$ cat config.mk
export PLATFORM = sky130hd
export DESIGN_NAME = alu_issue_unit_flat
export DESIGN_NICKNAME = d
export VERILOG_FILES = /design/src/rtl/alu_issue_unit_if.sv /design/src/rtl/alu_issue_unit.sv /design/src/flat_wrapper.sv
export SDC_FILE = /design/constraint.sdc
export NUM_CORES = 1
export LEC_CHECK = 0
export BUFFER_PORTS_ARGS = -buffer_cell sky130_fd_sc_hd__buf_4
export CAP_MARGIN = 20
export CORE_ASPECT_RATIO = 1.5
export CORE_MARGIN = 1.5
export CORE_UTILIZATION = 52
export DETAILED_ROUTE_END_ITERATION = 8
export GPL_TIMING_DRIVEN = 0
export PLACE_DENSITY = 0.78
export SYNTH_ARGS = -nofsm -noshare
export SYNTH_HDL_FRONTEND = slang
export SYNTH_SLANG_ARGS = --single-unit
export TNS_END_PERCENT = 5
$ cat constraint.sdc
create_clock -name clk -period 10 [get_ports clk]
set_input_delay 2 -clock clk [delete_from_list [all_inputs] [get_ports clk]]
set_output_delay 2 -clock clk [all_outputs]
set_load 0.01 [all_outputs]
$ cat src/rtl/alu_issue_unit_if.sv
// +-----------------------------------------------------------------------------
// | alu_issue_unit_if : instruction, preload, ALU and retire bundle for alu_issue_unit
// | rev 1.0
// +-----------------------------------------------------------------------------
`default_nettype none

interface alu_issue_unit_if;
  logic        in_valid;
  logic [31:0] in_instr;
  logic        in_ready;
  logic        load_en;
  logic [31:0] load_a;
  logic [31:0] load_b;
  logic [31:0] alu_instruction;
  logic [31:0] alu_rega;
  logic [31:0] alu_regb;
  logic [31:0] alu_result;
  logic [2:0]  alu_flags;
  logic        out_valid;
  logic        out_ready;
  logic [31:0] out_result;
  logic [2:0]  out_flags;
  logic        out_branch;
  logic        out_exc;
  logic        out_wr;

  // Issue unit side
  modport slave (
    input  in_valid, in_instr, load_en, load_a, load_b, alu_result, alu_flags, out_ready,
    output in_ready, alu_instruction, alu_rega, alu_regb,
    output out_valid, out_result, out_flags, out_branch, out_exc, out_wr
  );

  // Environment side: instruction source, ALU and retire consumer
  modport master (
    output in_valid, in_instr, load_en, load_a, load_b, alu_result, alu_flags, out_ready,
    input  in_ready, alu_instruction, alu_rega, alu_regb,
    input  out_valid, out_result, out_flags, out_branch, out_exc, out_wr
  );
endinterface

`default_nettype wire

$ cat src/rtl/alu_issue_unit.sv
// +-----------------------------------------------------------------------------
// | alu_issue_unit : FIFO-buffered issue/writeback front end for the MIPS alu
// | Optional ALU_ISSUE_STATS_EN adds retire/exception counters.  rev 1.0
// +-----------------------------------------------------------------------------
`default_nettype none

module alu_issue_unit #(
  parameter int DEPTH = 4
) (
  input  wire                clk,
  input  wire                rst,
  alu_issue_unit_if.slave    bus
`ifdef ALU_ISSUE_STATS_EN
  ,
  output logic [31:0]        stat_retired,
  output logic [31:0]        stat_exc
`endif
);

  localparam int C_PTR_W = (DEPTH > 1) ? $clog2(DEPTH) : 1;
  localparam int C_CNT_W = C_PTR_W + 1;
  localparam logic [C_CNT_W-1:0] C_FULL = C_CNT_W'(DEPTH);

  typedef enum logic [1:0] {
    S_IDLE   = 2'd0,
    S_EXEC   = 2'd1,
    S_RETIRE = 2'd2
  } state_t;

  state_t r_state, w_state_nxt;

  logic [31:0]        r_mem [DEPTH];
  logic [C_PTR_W-1:0] r_wr_ptr, r_rd_ptr;
  logic [C_CNT_W-1:0] r_count;
  logic [31:0]        r_instr, r_a, r_b;
  logic               r_out_valid, r_out_branch, r_out_exc, r_out_wr;
  logic [31:0]        r_out_result;
  logic [2:0]         r_out_flags;

  logic w_push, w_pop, w_load, w_exec, w_hs, w_nonempty;

  assign w_nonempty = (r_count != '0);
  assign w_push     = bus.in_valid && bus.in_ready;

  always_ff @(posedge clk or posedge rst) begin
    if (rst) r_state <= S_IDLE;
    else     r_state <= w_state_nxt;
  end

  // Preload wins over issue in IDLE; RETIRE chains straight into the next issue
  always_comb begin
    w_state_nxt = r_state;
    w_pop       = 1'b0;
    w_load      = 1'b0;
    w_exec      = 1'b0;
    w_hs        = 1'b0;
    case (r_state)
      S_IDLE: begin
        if (bus.load_en) begin
          w_load = 1'b1;
        end else if (w_nonempty) begin
          w_pop       = 1'b1;
          w_state_nxt = S_EXEC;
        end
      end
      S_EXEC: begin
        w_exec      = 1'b1;
        w_state_nxt = S_RETIRE;
      end
      S_RETIRE: begin
        if (bus.out_ready) begin
          w_hs = 1'b1;
          if (w_nonempty) begin
            w_pop       = 1'b1;
            w_state_nxt = S_EXEC;
          end else begin
            w_state_nxt = S_IDLE;
          end
        end
      end
      default: w_state_nxt = S_IDLE;
    endcase
  end

  logic [5:0]  w_op, w_fn;
  logic [4:0]  w_dest;
  logic        w_rtype, w_known, w_nowr, w_slt, w_ovf_op, w_beq, w_bne;
  logic        w_exc, w_wr, w_branch;
  logic [31:0] w_val;

  assign w_op    = r_instr[31:26];
  assign w_fn    = r_instr[5:0];
  assign w_rtype = (w_op == 6'b000000);
  assign w_dest  = w_rtype ? r_instr[15:11] : r_instr[20:16];

  always_comb begin
    w_known  = 1'b0;
    w_nowr   = 1'b0;
    w_slt    = 1'b0;
    w_ovf_op = 1'b0;
    w_beq    = 1'b0;
    w_bne    = 1'b0;
    if (w_rtype) begin
      case (w_fn)
        6'b100000, 6'b100010: begin w_known = 1'b1; w_ovf_op = 1'b1; end
        6'b101010, 6'b101011: begin w_known = 1'b1; w_slt = 1'b1; end
        6'b100001, 6'b100011, 6'b100100, 6'b100101, 6'b100110, 6'b100111,
        6'b000000, 6'b000010, 6'b000011, 6'b000100, 6'b000110, 6'b000111:
          w_known = 1'b1;
        default: ;
      endcase
    end else begin
      case (w_op)
        6'b001000:                       begin w_known = 1'b1; w_ovf_op = 1'b1; end
        6'b001010, 6'b001011:            begin w_known = 1'b1; w_slt = 1'b1; end
        6'b000100:                       begin w_known = 1'b1; w_nowr = 1'b1; w_beq = 1'b1; end
        6'b000101:                       begin w_known = 1'b1; w_nowr = 1'b1; w_bne = 1'b1; end
        6'b100011, 6'b101011:            begin w_known = 1'b1; w_nowr = 1'b1; end
        6'b001001, 6'b001100, 6'b001101, 6'b001110, 6'b001111:
          w_known = 1'b1;
        default: ;
      endcase
    end
  end

  // Only destinations 00000 (A) and 00001 (B) exist architecturally
  assign w_exc    = w_ovf_op && bus.alu_flags[0];
  assign w_wr     = w_known && !w_nowr && !w_exc && (w_dest[4:1] == 4'b0000);
  assign w_val    = w_slt ? {31'b0, bus.alu_flags[1]} : bus.alu_result;
  assign w_branch = (w_beq && bus.alu_flags[2]) || (w_bne && !bus.alu_flags[2]);

  always_ff @(posedge clk) begin
    if (w_push) r_mem[r_wr_ptr] <= bus.in_instr;
  end

  always_ff @(posedge clk or posedge rst) begin
    if (rst) begin
      r_wr_ptr     <= '0;
      r_rd_ptr     <= '0;
      r_count      <= '0;
      r_instr      <= '0;
      r_a          <= '0;
      r_b          <= '0;
      r_out_valid  <= 1'b0;
      r_out_result <= '0;
      r_out_flags  <= '0;
      r_out_branch <= 1'b0;
      r_out_exc    <= 1'b0;
      r_out_wr     <= 1'b0;
    end else begin
      if (w_push) r_wr_ptr <= r_wr_ptr + C_PTR_W'(1);
      if (w_pop)  r_rd_ptr <= r_rd_ptr + C_PTR_W'(1);
      case ({w_push, w_pop})
        2'b10:   r_count <= r_count + C_CNT_W'(1);
        2'b01:   r_count <= r_count - C_CNT_W'(1);
        default: r_count <= r_count;
      endcase
      if (w_pop) r_instr <= r_mem[r_rd_ptr];
      if (w_load) begin
        r_a <= bus.load_a;
        r_b <= bus.load_b;
      end
      if (w_exec) begin
        r_out_valid  <= 1'b1;
        r_out_result <= w_wr ? w_val : bus.alu_result;
        r_out_flags  <= bus.alu_flags;
        r_out_branch <= w_branch;
        r_out_exc    <= w_exc;
        r_out_wr     <= w_wr;
        if (w_wr) begin
          if (w_dest[0]) r_b <= w_val;
          else           r_a <= w_val;
        end
      end
      if (w_hs) r_out_valid <= 1'b0;
    end
  end

  assign bus.in_ready        = (r_count != C_FULL);
  assign bus.alu_instruction = r_instr;
  assign bus.alu_rega        = r_a;
  assign bus.alu_regb        = r_b;
  assign bus.out_valid       = r_out_valid;
  assign bus.out_result      = r_out_result;
  assign bus.out_flags       = r_out_flags;
  assign bus.out_branch      = r_out_branch;
  assign bus.out_exc         = r_out_exc;
  assign bus.out_wr          = r_out_wr;

`ifdef ALU_ISSUE_STATS_EN
  always_ff @(posedge clk or posedge rst) begin
    if (rst) begin
      stat_retired <= '0;
      stat_exc     <= '0;
    end else if (w_hs) begin
      stat_retired <= stat_retired + 32'd1;
      if (r_out_exc) stat_exc <= stat_exc + 32'd1;
    end
  end
`endif

endmodule

`default_nettype wire
$ cat src/flat_wrapper.sv
// flat-port wrapper written by rule: the top's interface ports become plain ports
module alu_issue_unit_flat 
#(
  parameter int DEPTH = 4
)
  (clk, rst, bus_in_valid, bus_in_instr, bus_load_en, bus_load_a, bus_load_b, bus_alu_result, bus_alu_flags, bus_out_ready, bus_in_ready, bus_alu_instruction, bus_alu_rega, bus_alu_regb, bus_out_valid, bus_out_result, bus_out_flags, bus_out_branch, bus_out_exc, bus_out_wr);
  alu_issue_unit_if bus_i ();
  input  wire clk;
  input  wire rst;
  input wire logic [$bits(bus_i.in_valid)-1:0] bus_in_valid;
  input wire logic [$bits(bus_i.in_instr)-1:0] bus_in_instr;
  input wire logic [$bits(bus_i.load_en)-1:0] bus_load_en;
  input wire logic [$bits(bus_i.load_a)-1:0] bus_load_a;
  input wire logic [$bits(bus_i.load_b)-1:0] bus_load_b;
  input wire logic [$bits(bus_i.alu_result)-1:0] bus_alu_result;
  input wire logic [$bits(bus_i.alu_flags)-1:0] bus_alu_flags;
  input wire logic [$bits(bus_i.out_ready)-1:0] bus_out_ready;
  output wire logic [$bits(bus_i.in_ready)-1:0] bus_in_ready;
  output wire logic [$bits(bus_i.alu_instruction)-1:0] bus_alu_instruction;
  output wire logic [$bits(bus_i.alu_rega)-1:0] bus_alu_rega;
  output wire logic [$bits(bus_i.alu_regb)-1:0] bus_alu_regb;
  output wire logic [$bits(bus_i.out_valid)-1:0] bus_out_valid;
  output wire logic [$bits(bus_i.out_result)-1:0] bus_out_result;
  output wire logic [$bits(bus_i.out_flags)-1:0] bus_out_flags;
  output wire logic [$bits(bus_i.out_branch)-1:0] bus_out_branch;
  output wire logic [$bits(bus_i.out_exc)-1:0] bus_out_exc;
  output wire logic [$bits(bus_i.out_wr)-1:0] bus_out_wr;
  assign bus_i.in_valid = bus_in_valid;
  assign bus_i.in_instr = bus_in_instr;
  assign bus_i.load_en = bus_load_en;
  assign bus_i.load_a = bus_load_a;
  assign bus_i.load_b = bus_load_b;
  assign bus_i.alu_result = bus_alu_result;
  assign bus_i.alu_flags = bus_alu_flags;
  assign bus_i.out_ready = bus_out_ready;
  assign bus_in_ready = bus_i.in_ready;
  assign bus_alu_instruction = bus_i.alu_instruction;
  assign bus_alu_rega = bus_i.alu_rega;
  assign bus_alu_regb = bus_i.alu_regb;
  assign bus_out_valid = bus_i.out_valid;
  assign bus_out_result = bus_i.out_result;
  assign bus_out_flags = bus_i.out_flags;
  assign bus_out_branch = bus_i.out_branch;
  assign bus_out_exc = bus_i.out_exc;
  assign bus_out_wr = bus_i.out_wr;
  alu_issue_unit #(.DEPTH(DEPTH)) u_core (.clk(clk), .rst(rst), .bus(bus_i));
endmodule
==> tab_implementation.tex <==
\begin{tabular}{lr}
\hline
Metric & Value \\
\hline
\multicolumn{2}{l}{\textbf{GRT}} \\
Largest net degree at the start of global routing & 76 \\
Most Crowded Layer GR & met2 \\
Overflow left after global routing & 0 \\
Global-route total usage across every layer & $\sim$25\% \\
Met3 capacity usage during global routing & under 10\% \\
Wire length of the first global-routing pass & 42.33 mm \\
Initial antenna violation count & 0 \\
Via count of the first global-routing pass & 7800 \\
GRT met1 Usage & a little over a quarter \\
Met2 usage in global routing & a little under half \\
\multicolumn{2}{l}{\textbf{Cells and area}} \\
Post-route non-filler standard cell count & $\sim$1400 \\
Area growth from synthesis to layout & 28.60\% \\
Fraction of final layout cells with drive strength greater than 1 & between 30\% and 40\% \\
\# nets final & roughly 1200 \\
Diode count & 0 \\
Post-Route Utilization & between 60\% and 70\% \\
Design area & between 10000 and 15000 um2 \\
\multicolumn{2}{l}{\textbf{Timing}} \\
Final setup violation count & 0 \\
Relative slew slack & roughly 36\% \\
Worst hold margin & $\sim$0.48 ns \\
Post-layout min period & around 4.3 ns \\
Max Freq & 0.2334 GHz \\
Pins over their slew limit & 0 \\
Final Skew & 0.01334 ns \\
Tcrit/Tclk final & 42.85\% \\
Count of endpoints failing hold in the final timing report & 0 \\
Unrepaired setup endpoints after global routing & no \\
Worst slew pin tran & 0.9628 ns \\
Final worst-path setup slack & 5.715 ns \\
Final-layout setup total negative slack & 0 ns \\
\multicolumn{2}{l}{\textbf{Floorplanning}} \\
Placement row count & 65 \\
Horiz. Die Dim & 122.2 um \\
Die height & roughly 180 um \\
Core region area & between 20000 and 25000 um2 \\
Initial standard-cell utilization of the core & 52.82\% \\
Boundary pin count & around 270 \\
DIE AREA & 22220 um2 \\
\multicolumn{2}{l}{\textbf{Power}} \\
Power per Cell Area & slightly above 300 nW/um2 \\
Lkg Pwr & between 5 and 6 nW \\
Maximum vdd ir drop & roughly 230 uV \\
Total power of the final layout & between 4 and 5 mW \\
\multicolumn{2}{l}{\textbf{Critical path}} \\
CP startpoint kind & input pin \\
Dominant delay contributor by cell family on the critical path & buffers and inverters \\
CP max stage delay & approximately 0.59 ns \\
WP buf/inv & 4 \\
Required time of the critical path & about 10 ns \\
Nature of the critical path endpoint & flop \\
Critical-path cell with the highest stage delay & sky130\_fd\_sc\_hd\_\_nor3\_1 \\
Slack of the worst reg-to-reg path & a little under 7 ns \\
Peak fanout along the critical path & 10 \\
Sequence of cells on the critical path & buf\_4 -> nand2\_1 -> o21ai\_0 -> nor3\_1 -> buf\_4 -> clkbuf\_1 -> ha\_1 -> inv\_1 -> fa\_1 -> xor2\_1 -> nor2\_1 -> xor2\_1 \\
Reg-to-reg endpoint & u\_core.r\_count[2] \\
Critical path type & in2reg \\
Start point of the critical path & bus\_load\_en \\
End point of the critical path & u\_core.r\_count[2] \\
Count of cell instances traversed by the critical path & 12 \\
Worst flop-to-flop path startpoint & u\_core.r\_state[1] \\
Endpoint arrival time on the critical path & about 4.7 ns \\
Worst Reg-to-Reg Cells & 12 \\
\multicolumn{2}{l}{\textbf{Drt}} \\
Count of TritonRoute iterations in the first routing pass & 5 \\
Number of vias per cell after detailed routing & about 5.5 \\
Remaining number of nets flagged by the antenna check after routing & 0 \\
Wire length after detailed routing & 27.89 mm \\
Starting DRT DRC Count & around 370 \\
Routed WL per cell & roughly 21 um \\
Detailed-route DRC error count & 0 \\
Via total after detailed routing & approximately 7400 \\
\multicolumn{2}{l}{\textbf{Place}} \\
Dpl hpwl & $\sim$20 mm \\
Count of placed standard cells including taps & 1306 \\
RD Place Congestion & between 0.8 and 0.9 \\
Total of buffers placed on input and output ports & between 200 and 300 \\
Post-Place Worst Slack & between 5 and 6 ns \\
Area after detailed placement & between 10000 and 15000 um2 \\
\multicolumn{2}{l}{\textbf{Logic synthesis}} \\
Cell count after synthesis & 765 \\
Number of distinct library cell variants in the gate-level netlist after synthesis & 39 \\
Register area share after synthesis & between 60\% and 70\% \\
Synthesized flop and latch total & approximately 270 \\
Most used flip-flop cell after synthesis & sky130\_fd\_sc\_hd\_\_dfrtp\_1 \\
Total number of yosys warnings & 0 \\
Average footprint of a synthesized cell & 14.49 um2 \\
Post-synthesis instance area & between 10000 and 15000 um2 \\
Synth Net Count & 907 \\
Asr flop ratio synth & $\sim$53\% \\
EDFF count, synth & 128 \\
\multicolumn{2}{l}{\textbf{Clock tree}} \\
Resized Gates After CTS & 0 \\
CTS tree & done \\
Level count of the clock H-tree & 1 \\
Number of hold buffers added after cts & 0 \\
Clk\_lat worst skew & $\sim$0.52 ns \\
Count of buffers added by post-CTS timing repair for setup & 0 \\
Buffer cell driving the clock tree root & sky130\_fd\_sc\_hd\_\_clkbuf\_16 \\
Clock buffers created by TritonCTS & 25 \\
Number of buffers on the longest clock path & 3 \\
Clock transition at the register clock pins on the worst setup and hold paths after CTS & around 0.060 ns \\
TritonCTS sink count & $\sim$270 \\
\multicolumn{2}{l}{\textbf{Flow run}} \\
Max capacitance violation total & 0 \\
\multicolumn{2}{l}{\textbf{Hold path}} \\
Hold WC Path Type & reg2reg \\
\multicolumn{2}{l}{\textbf{Outcome}} \\
Outcome & complete, no violations \\
\hline
\end{tabular}
cell usage after synthesis (2+ instances only):
cell	n	area, um2
sky130_fd_sc_hd__buf_1	4	15.01
sky130_fd_sc_hd__and2_1	2	12.51
sky130_fd_sc_hd__nand2_1	117	439.2
sky130_fd_sc_hd__clkbuf_1	34	127.6
sky130_fd_sc_hd__mux2i_1	66	660.6
sky130_fd_sc_hd__o21ai_0	36	180.2
sky130_fd_sc_hd__a21oi_1	35	175.2
sky130_fd_sc_hd__nor2b_1	35	219.0
sky130_fd_sc_hd__nor4_1	2	12.51
sky130_fd_sc_hd__inv_1	10	37.54
sky130_fd_sc_hd__xnor2_1	3	26.28
sky130_fd_sc_hd__mux2_2	31	349.1
sky130_fd_sc_hd__and3_1	6	37.54
sky130_fd_sc_hd__buf_2	6	30.03
sky130_fd_sc_hd__nor2_1	7	26.28
sky130_fd_sc_hd__xor2_1	4	35.03
sky130_fd_sc_hd__nor3_1	5	25.02
sky130_fd_sc_hd__edfxtp_1	128	3844
sky130_fd_sc_hd__ha_1	5	62.56
sky130_fd_sc_hd__buf_4	4	30.03
sky130_fd_sc_hd__mux4_2	32	720.7
sky130_fd_sc_hd__a211oi_1	32	240.2
sky130_fd_sc_hd__dfrtp_1	144	3603
sky130_fd_sc_hd__nand3_1	2	10.01
flip-flops by register name (all words and copies together) (netlist names), 2 cells and up:
signal	count
u_core.bus.alu_instruction	32
u_core.bus.alu_rega	32
u_core.bus.alu_regb	32
u_core.bus.out_flags	3
u_core.bus.out_result	32
u_core.r_count	3
u_core.r_mem	128
u_core.r_rd_ptr	2
u_core.r_state	2
u_core.r_wr_ptr	2
layout make-up:
class	count	area, um2
Sequential cell	272	7447
Inverter	10	42.54
Buffer	48	202.7
Clock inverter	14	106.4
Clock buffer	31	648.1
Tap cell	268	335.3
Fill cell	1534	6730
Multi-Input combinational cell	435	3401
Timing Repair Buffer	273	2069
power by group:
part           switching (mW)  internal (mW)
Combinational           0.871          0.837
Sequential              0.208           1.58
Clock                   0.399          0.488
metal layers:
layer | vias to the layer above | routed length, um | share of wire [%]
met4 | 0 | 1165 | 4.2
met5 | - | 0 | 0
li1 | 3388 | - | -
met1 | 3652 | 9481 | 34
met3 | 78 | 2178 | 7.8
met2 | 303 | 15070 | 54
worst min path at each step:
stage | end | from | slack [ns] | depth (start not counted)
after global routing | u_core.bus.out_result[13] | u_core.bus.out_result[13] | 0.51 | 2
after CTS | u_core.bus.out_flags[1] | u_core.bus.out_flags[1] | 0.48 | 2
after global placement | u_core.bus.out_exc | u_core.bus.out_exc | 0.46 | 2
final | u_core.bus.out_result[12] | u_core.bus.out_result[12] | 0.48 | 2
after floorplan | u_core.r_count[2] | u_core.r_count[2] | 0.46 | 1
after detailed placement | u_core.bus.out_exc | u_core.bus.out_exc | 0.47 | 2
worst reg2reg max path: cells and delay by family (launching register included):
family                   cells  cell delay [ns]
XOR/XNOR                     2             0.30
flip-flops                   1             0.37
AND/OR/NAND/NOR              3             0.78
buffers and inverters        4             0.89
adder cells (fa/ha/maj)      2             0.65
AO/OA/AOI/OAI                1             0.10
cell families (layout without fill, tap and decap cells):
group	after synthesis	after routing	synth area share, %
compound gates	112	112	6.300
simple gates	181	181	7.428
fa+ha+maj	6	6	0.7451
xor+xnor	7	7	0.5532
mux	129	129	15.61
buf+inv	58	376	2.168
flops	272	272	67.19
cells in the final DEF, fill, tap and decap left out, types with 5 or more instances in the layout:
master	n
sky130_fd_sc_hd__nor2b_1	35
sky130_fd_sc_hd__inv_1	9
sky130_fd_sc_hd__a21oi_1	35
sky130_fd_sc_hd__mux2_2	31
sky130_fd_sc_hd__buf_4	276
sky130_fd_sc_hd__buf_2	6
sky130_fd_sc_hd__edfxtp_1	128
sky130_fd_sc_hd__a211oi_1	32
sky130_fd_sc_hd__nand2_1	117
sky130_fd_sc_hd__o21ai_0	36
sky130_fd_sc_hd__nor2_1	7
sky130_fd_sc_hd__clkbuf_16	25
sky130_fd_sc_hd__ha_1	5
sky130_fd_sc_hd__nor3_1	5
sky130_fd_sc_hd__mux2i_1	66
sky130_fd_sc_hd__clkbuf_1	40
sky130_fd_sc_hd__dfrtp_1	144
sky130_fd_sc_hd__clkinv_2	8
sky130_fd_sc_hd__mux4_2	32
(Power assumes the default switching activity.)
